<file path="src/rtl/lif_layer_sched.sv">
// lif_layer_sched: a layer of N_NEURON leaky integrate-and-fire neurons time-multiplexed onto
// a single update datapath. A frame of signed weighted inputs is accepted in IDLE. PROC then
// updates one neuron per cycle. The resulting spike vector is held in DONE until the consumer
// takes it.
//
// Ports:
//   clk_i          clock, all state changes on the rising edge
//   rst_ni         asynchronous active-low reset
//   in_valid_i     input frame valid
//   in_ready_o     block can accept a frame (IDLE and no clear request)
//   spike_in_i     signed weighted input per neuron, neuron i at [i*V_SIZE +: V_SIZE]
//   clear_i        synchronous request (honoured in IDLE) to zero all stored voltages
//   out_valid_o    spike vector valid
//   out_ready_i    consumer accepts spike vector
//   spike_out_o    bit i set when neuron i spiked this frame
//   busy_o         high whenever the scheduler is not idle
module lif_layer_sched #(
    parameter int unsigned N_NEURON  = 4,
    parameter int unsigned V_SIZE    = 5,
    parameter int unsigned THRESHOLD = 8,
    parameter int unsigned V_LEAK    = 1
) (
    input  logic                         clk_i,
    input  logic                         rst_ni,
    input  logic                         in_valid_i,
    output logic                         in_ready_o,
    input  logic [N_NEURON*V_SIZE-1:0]   spike_in_i,
    input  logic                         clear_i,
    output logic                         out_valid_o,
    input  logic                         out_ready_i,
    output logic [N_NEURON-1:0]          spike_out_o,
    output logic                         busy_o
);

    localparam int unsigned       IdxW    = (N_NEURON > 1) ? $clog2(N_NEURON) : 1;
    localparam int unsigned       VW      = V_SIZE - 1;
    localparam logic [IdxW-1:0]   LastIdx = IdxW'(N_NEURON - 1);
    localparam logic [V_SIZE-1:0] Leak    = V_SIZE'(V_LEAK);
    localparam logic [VW-1:0]     VMax    = '1;

    typedef enum logic [1:0] {StIdle, StProc, StDone} state_e;

    state_e                       state_q, state_d;
    logic [IdxW-1:0]              idx_q, idx_d;
    logic [N_NEURON*V_SIZE-1:0]   in_q, in_d;
    logic [VW-1:0]                v_q [N_NEURON];
    logic [VW-1:0]                v_d [N_NEURON];
    logic [N_NEURON-1:0]          spike_q, spike_d;
    logic                         out_valid_q, out_valid_d;

    logic [V_SIZE-1:0]            in_sel;
    logic [V_SIZE-1:0]            presum;
    logic [V_SIZE-1:0]            sum;
    logic [VW-1:0]                v_sel;
    logic [VW-1:0]                result;
    logic                         fire;

    // Operand select for the neuron under update; the compare loop keeps non-power-of-two
    // neuron counts from indexing past the arrays.
    always_comb begin
        in_sel = '0;
        v_sel  = '0;
        for (int i = 0; i < int'(N_NEURON); i++) begin
            if (idx_q == IdxW'(i)) begin
                in_sel = in_q[i*V_SIZE +: V_SIZE];
                v_sel  = v_q[i];
            end
        end
    end

    // All arithmetic wraps at V_SIZE bits; the sign bits then flag overflow and underflow.
    assign presum = {1'b0, v_sel} + in_sel;
    assign sum    = presum - Leak;

    always_comb begin
        if (!in_sel[V_SIZE-1] && presum[V_SIZE-1]) begin
            // Non-negative input yet negative presum: positive overflow, saturate.
            result = VMax;
        end else if (presum[V_SIZE-1] || sum[V_SIZE-1]) begin
            result = '0;
        end else begin
            result = sum[VW-1:0];
        end
    end

    assign fire = 32'(result) >= THRESHOLD;

    always_comb begin
        state_d     = state_q;
        idx_d       = idx_q;
        in_d        = in_q;
        v_d         = v_q;
        spike_d     = spike_q;
        out_valid_d = out_valid_q;

        unique case (state_q)
            StIdle: begin
                if (clear_i) begin
                    for (int i = 0; i < int'(N_NEURON); i++) begin
                        v_d[i] = '0;
                    end
                end else if (in_valid_i) begin
                    in_d    = spike_in_i;
                    idx_d   = '0;
                    spike_d = '0;
                    state_d = StProc;
                end
            end
            StProc: begin
                for (int i = 0; i < int'(N_NEURON); i++) begin
                    if (idx_q == IdxW'(i)) begin
                        spike_d[i] = fire;
                        v_d[i]     = fire ? '0 : result;
                    end
                end
                if (idx_q == LastIdx) begin
                    idx_d       = '0;
                    out_valid_d = 1'b1;
                    state_d     = StDone;
                end else begin
                    idx_d = idx_q + 1'b1;
                end
            end
            StDone: begin
                if (out_ready_i) begin
                    out_valid_d = 1'b0;
                    state_d     = StIdle;
                end
            end
            default: begin
                state_d = StIdle;
            end
        endcase
    end

    always_ff @(posedge clk_i or negedge rst_ni) begin
        if (!rst_ni) begin
            state_q     <= StIdle;
            idx_q       <= '0;
            in_q        <= '0;
            spike_q     <= '0;
            out_valid_q <= 1'b0;
            for (int i = 0; i < int'(N_NEURON); i++) begin
                v_q[i] <= '0;
            end
        end else begin
            state_q     <= state_d;
            idx_q       <= idx_d;
            in_q        <= in_d;
            spike_q     <= spike_d;
            out_valid_q <= out_valid_d;
            v_q         <= v_d;
        end
    end

    assign in_ready_o  = (state_q == StIdle) && !clear_i;
    assign busy_o      = (state_q != StIdle);
    assign out_valid_o = out_valid_q;
    assign spike_out_o = spike_q;

endmodule
</file>
<file path="config.mk">
export PLATFORM = sky130hd
export DESIGN_NAME = lif_layer_sched
export DESIGN_NICKNAME = d
export VERILOG_FILES = /design/src/rtl/lif_layer_sched.sv
export SDC_FILE = /design/constraint.sdc
export NUM_CORES = 1
export LEC_CHECK = 0
export BUFFER_PORTS_ARGS = -buffer_cell sky130_fd_sc_hd__buf_2
export CORE_UTILIZATION = 35
export CTS_CLUSTER_DIAMETER = 80
export DETAILED_ROUTE_END_ITERATION = 16
export REMOVE_ABC_BUFFERS = 1
export SETUP_SLACK_MARGIN = 0.2
export SYNTH_ARGS = -nofsm -noshare
export SYNTH_HDL_FRONTEND = slang
export SYNTH_SLANG_ARGS = --single-unit
</file>
<file path="constraint.sdc">
create_clock -name clk_i -period 4.9 [get_ports clk_i]
set_input_delay 0.49 -clock clk_i [delete_from_list [all_inputs] [get_ports clk_i]]
set_output_delay 0.49 -clock clk_i [all_outputs]
set_load 0.005 [all_outputs]
</file>
# Word level (Yosys, flattened, before mapping)

Cells that the tools add are included.

Input port bits: 25
Word-level logic and storage cells: 88
Register bits: 45
Memories: 0
Output and inout bits: 7
Memory bits (read-only): 0
Latch bits: 0
RAM bits: 0

Eq/ne operators: 13
Shift operators: 0
Magnitude comparators: 1
Bitwise operators: 1
Reductions and logical operators: 22
Divide/modulo/power cells: 0
Multipliers: 0
Multiplexer cells: 36
Add/subtract/negate cells: 3

Operators by type and width:

| operator                                          | count |
|---|---|
| two-way mux 4 bit                                 | 13 |
| case mux 16 bit (2 select lines)                  | 1 |
| AND reduction 3 bit                               | 7 |
| two-way mux 5 bit                                 | 4 |
| AND reduction 4 bit                               | 5 |
| two-way mux 16 bit                                | 1 |
| inequality test 2 bit (second input constant)     | 8 |
| two-way mux 2 bit                                 | 7 |
| case mux 4 bit (2 select lines)                   | 1 |
| == test 2 bit (second input constant)             | 3 |
| two-way mux 1 bit                                 | 6 |
| case mux 2 bit (3 select lines)                   | 1 |
| nonzero test 2 bit                                | 3 |
| adder 4 x 5 -> 5 bit                              | 1 |
| subtractor 5 x 1 -> 5 bit (second input constant) | 1 |
| == test 2 x 1 -> 1 bit (second input constant)    | 2 |
| >= comparator 4 bit (second input constant)       | 1 |
| logical NOT 2 bit                                 | 2 |
| case mux 2 bit (2 select lines)                   | 1 |
| adder 2 x 1 -> 2 bit (second input constant)      | 1 |
| logical AND 1 bit                                 | 2 |
| logical NOT 1 bit                                 | 2 |
| case mux 1 bit (2 select lines)                   | 1 |
| logical OR 1 bit                                  | 1 |
| NOT 1 bit                                         | 1 |

# Longest topological paths before layout

Word-level depth: 14
Depth in mapped cells: 17
Mapped depth without buffers: 16

# Worst setup path after synthesis

Ideal clock, no wire load.

Path kind: reg2reg
From: register idx_q[0]
To: register v_q[14] (netlist name)
Path slack: 1483 ps
Setup time: 69 ps
Arrival: 3348 ps
Cell stages (with the launch flop): 18
Required time: 4831 ps
Period minus slack after synthesis: 3417 ps
Buffers on the path: 2
Path through: dfrtp_1 -> inv_1 -> ha_1 -> clkbuf_1 -> clkbuf_1 -> a221oi_1 -> o31ai_1 -> ha_1 -> inv_1 -> fa_1 -> nor2b_1 -> o21ai_0 -> nand2b_1 -> ha_1 -> nand4bb_1 -> nand2b_1 -> a2111o_1 -> nand3_1

Longest elaborated chain between the ends: 14
Elaborated cells between the ends (all ways): 25
Classes of those cells: 2 x add/sub; 1 x order compare; 4 x eq/ne; 13 x mux; 5 x reduce/logical

RTL lines:

| element                                                                     | line    | source |
|---|---|---|
| from (decl)                                                                 | 44      | `logic [IdxW-1:0] idx_q, idx_d;` |
| from (signal assigned)                                                      | 148     | `idx_q <= idx_d;` |
| logical NOT 2 bit                                                           | 64, 111 |  |
| two-way mux 4 bit / two-way mux 5 bit (equally long branches) (4 in series) | 64      | `if (idx_q == IdxW'(i)) begin` |
| adder 4 x 5 -> 5 bit                                                        | 72      | `assign presum = {1'b0, v_sel} + in_sel;` |
| subtractor 5 x 1 -> 5 bit                                                   | 73      | `assign sum = presum - Leak;` |
| logical OR 1 bit                                                            | 79      | `end else if (presum[V_SIZE-1] \|\| sum[V_SIZE-1]) begin` |
| two-way mux 4 bit                                                           | 79      |  |
| two-way mux 4 bit                                                           | 76      | `if (!in_sel[V_SIZE-1] && presum[V_SIZE-1]) begin` |
| >= comparator 4 bit                                                         | 86      | `assign fire = 32'(result) >= THRESHOLD;` |
| two-way mux 4 bit                                                           | 113     | `v_d[i] = fire ? '0 : result;` |
| two-way mux 4 bit                                                           | 111     | `if (idx_q == IdxW'(i)) begin` |
| case mux 16 bit (2 select lines)                                            | 96      | `unique case (state_q)` |
| to (signal assigned)                                                        | 152     | `v_q <= v_d;` |
| to (decl)                                                                   | 46      | `logic [VW-1:0] v_q [N_NEURON];` |

Parallel ways exist; a longest one is shown, timed or not. The select of a mux whose other input is x is not followed.
A chain may end at the register's enable or synchronous reset.

# Final worst setup path

From: register idx_q[1]
To: register v_q[2] (netlist name)

Longest elaborated chain between the ends: 14
Elaborated cells between the ends (all ways): 25
Classes of those cells: 2 x add/sub; 1 x order compare; 4 x eq/ne; 13 x mux; 5 x reduce/logical

RTL lines:

| element                                                                     | line |
|---|---|
| logical NOT 2 bit                                                           | 64 |
| two-way mux 4 bit / two-way mux 5 bit (equally long branches) (4 in series) | 64 |
| adder 4 x 5 -> 5 bit                                                        | 72 |
| subtractor 5 x 1 -> 5 bit                                                   | 73 |
| logical OR 1 bit                                                            | 79 |
| two-way mux 4 bit                                                           | 79 |
| two-way mux 4 bit                                                           | 76 |
| >= comparator 4 bit                                                         | 86 |
| two-way mux 4 bit                                                           | 113 |
| two-way mux 4 bit                                                           | 111 |
| case mux 16 bit (2 select lines)                                            | 96 |

Parallel ways exist; a longest one is shown, timed or not. The select of a mux whose other input is x is not followed.

==> impl_metrics.yaml <==
outcome:
  status: "finished clean"
synth:
  synth-edff-count: 0
  seq_area_frac_synth_pct: 42.1
  synthCells: 262
  ys_types: 49
  synth-main-ff-cell: "dfrtp_1"
  ys_seq_elements: 45
  ys.warnings.count: 0
  avgSynthCellArea_um2: 10.2
  syn-cell-area_um2: 2680
  synth_async_sr_flop_share_pct: 100
sta:
  hold_viol_final: 0
  max_freq_mhz: 239
  setup_tns_ps: 0
  setup_viol_count_final: 0
  fin_worst_skew_ps: 7.96
  relSlewSlack_pct: 32.0
  period_share_pct: 85.3
  post-route-min-period_ps: 4180
  worst_pin_slew_ps: 1020
  slew_viol_final: 0
  rsz0062_at_grt: "no"
worst_setup_path:
  worst-endpoint-required_ps: 5130
  r2r_start: "idx_q[1]"
  critPathLaunchType: "flip-flop"
  cp.arrival_ps: 4410
  regToRegSetupSlack_ps: 720
  critical_path_class: "reg2reg"
  end_kind: "flip-flop"
  reg2reg_depth: 16
  r2r_end: "v_q[2]"
  cp_max_fo: 13
clocking:
  clkLatencyLatePin_ps: 300
  root_buffer: "clkbuf_8"
  ctsHoldBuffers: 0
  htree_levels: 2
  cts_buffers: 5
  clk_pin_slew_ps: 90
  cts-resized-gates: 0
  cts_buffer_depth: 2
  clock-sinks: 45
  post_cts_buffers: 0
  cts_tree: "built"
finish:
  drive_above_1_share_pct: 23.3
  finalNetCount: 322
  area_delta_synth_final_pct: 11.2
  diodes: 0
hold_path:
  hold_class: "in2async"
routing:
  drc: 0
  drtAntennaViolNets: 0
  dr.pass1.iters: 6
  drtIter0Drc: 107
  drt-wirelength-per-cell_um: 16.1
  viasPerCell: 5.38
  vias: 2078
  wl_um: 6230
floorplanning:
  start_util_pct: 36.5
  die_h_um: 89.4
  dieArea_um2: 8000
  chipWidth_um: 89.4
  placeableCoreArea_um2: 7330
  rows: 31
  ioPinCount: 32
job:
  maxCapViolations: 0
grt:
  grt_pass1_vias: 1978
  antenna_found_initial: 0
  groute.usage.overall_pct: 16.4
  grt_max_degree: 46
  grt_overflow: 0
  grt_pass1_wl_um: 9910
place:
  port_buffers: 31
  gp_congestion: 0.824
  dp_hpwl_um: 4450
[worst max-delay path, stage by stage (launching register included)]
cell	delay, ps
dfrtp_1	390
inv_1	80
ha_1	350
nor2b_1	580
a221oi_1	160
o31ai_1	260
ha_1	240
inv_1	70
fa_1	440
nor2b_1	130
o21ai_0	90
nand2b_1	100
ha_1	190
nand4bb_1	230
nand2b_1	300
a2111o_1	430
nand3_1	80
[cells in the mapped netlist, drive strengths merged, types with 2 or more instances]
cell / count / share of area (%)
mux2i: 8 / 3.0
buf: 6 / 1.9
and2: 5 / 1.2
clkbuf: 10 / 1.4
o21ai: 9 / 1.7
nor2b: 12 / 2.8
or3: 2 / 0.47
nor3: 2 / 0.37
dfrtp: 45 / 42
inv: 6 / 0.84
nor4: 4 / 0.93
a221oi: 8 / 2.6
mux2: 20 / 9.8
ha: 10 / 4.7
a2111o: 4 / 1.7
nand2: 17 / 2.4
a21oi: 10 / 1.9
a31oi: 8 / 1.9
a21o: 3 / 0.84
o211ai: 2 / 0.56
or2: 6 / 1.5
nand4: 6 / 1.4
nand3: 8 / 1.5
nor2: 22 / 3.1
o31ai: 9 / 2.5
nand2b: 3 / 0.70
[worst max path at each step]
stage / from / end / slack [ps] / depth (start not counted)
floorplan: idx_q[0] / v_q[14] / 1470 / 15
global placement: idx_q[0] / v_q[2] / 1050 / 15
detailed placement: idx_q[1] / v_q[2] / 780 / 16
CTS: idx_q[1] / v_q[2] / 740 / 16
global route: idx_q[1] / v_q[2] / 380 / 16
finish: idx_q[1] / v_q[2] / 720 / 16
[cells in the final DEF, fill, tap and decap left out, types with 2 or more instances in the layout]
cell type / instances
o31ai_1: 9
mux2_2: 10
mux2_4: 10
mux2i_1: 8
o21ai_1: 3
nand3_1: 8
a31oi_1: 8
buf_2: 31
inv_1: 6
a21o_1: 3
nor4_1: 4
nor3_1: 2
clkbuf_8: 5
ha_1: 10
nor2_1: 22
nand2_1: 17
or3_1: 2
and2_1: 5
o211ai_1: 2
a21oi_1: 10
a2111o_1: 4
or2_2: 4
a221oi_1: 8
nand2b_1: 3
o21ai_0: 6
dfrtp_1: 45
nor2b_1: 12
buf_4: 2
nand4_1: 6
[stage by stage]
stage	setup slack (ps)	area (µm²)	hold WS, ps	utilization, %	std cells
2_1_floorplan	1470	2590	194	-	246
3_5_place_dp	785	2880	477	39.3	378
5_1_grt	376	2980	357	40.6	386
3_3_place_gp	1050	2880	472	39.3	378
6_report	720	2980	353	40.6	386
4_1_cts	738	2980	360	40.6	386
[area by class of cell]
cell class / count / area (µm²)
inverter: 6 / 22.5
timing repair buffer: 33 / 170
tap: 99 / 124
multi-input combinational: 195 / 1440
fill: 731 / 4360
clock buffer: 5 / 68.8
sequential: 45 / 1130
clock inverter: 3 / 25.0
[flip-flops by register name, indices dropped and copies added (netlist names)]
| register | flops |
|---|---|
| out_valid_o | 1 |
| in_q | 20 |
| idx_q | 2 |
| spike_out_o | 4 |
| v_q | 16 |
| state_q | 2 |
[per-layer routing]
layer  wire, µm  global-route usage (%)
met5          0                       0
met4         75                    4.62
met3        214                    3.42
met2       3060                    26.4
met1       2880                    22.3
[logic make-up (layout without fill, tap and decap cells)]
group | count (synthesis) | in the layout | synth area share [%]
AND/OR/NAND/NOR | 94 | 94 | 19.1
AO/OA/AOI/OAI | 60 | 60 | 15.8
flip-flops | 45 | 45 | 42.1
multiplexers | 28 | 28 | 12.8
buffers and inverters | 22 | 47 | 4.16
adder cells (fa/ha/maj) | 11 | 11 | 5.42
XOR/XNOR | 2 | 2 | 0.655
Power is not shown: default switching activity piles up to over one toggle a cycle in this logic, so the estimate is an artifact.
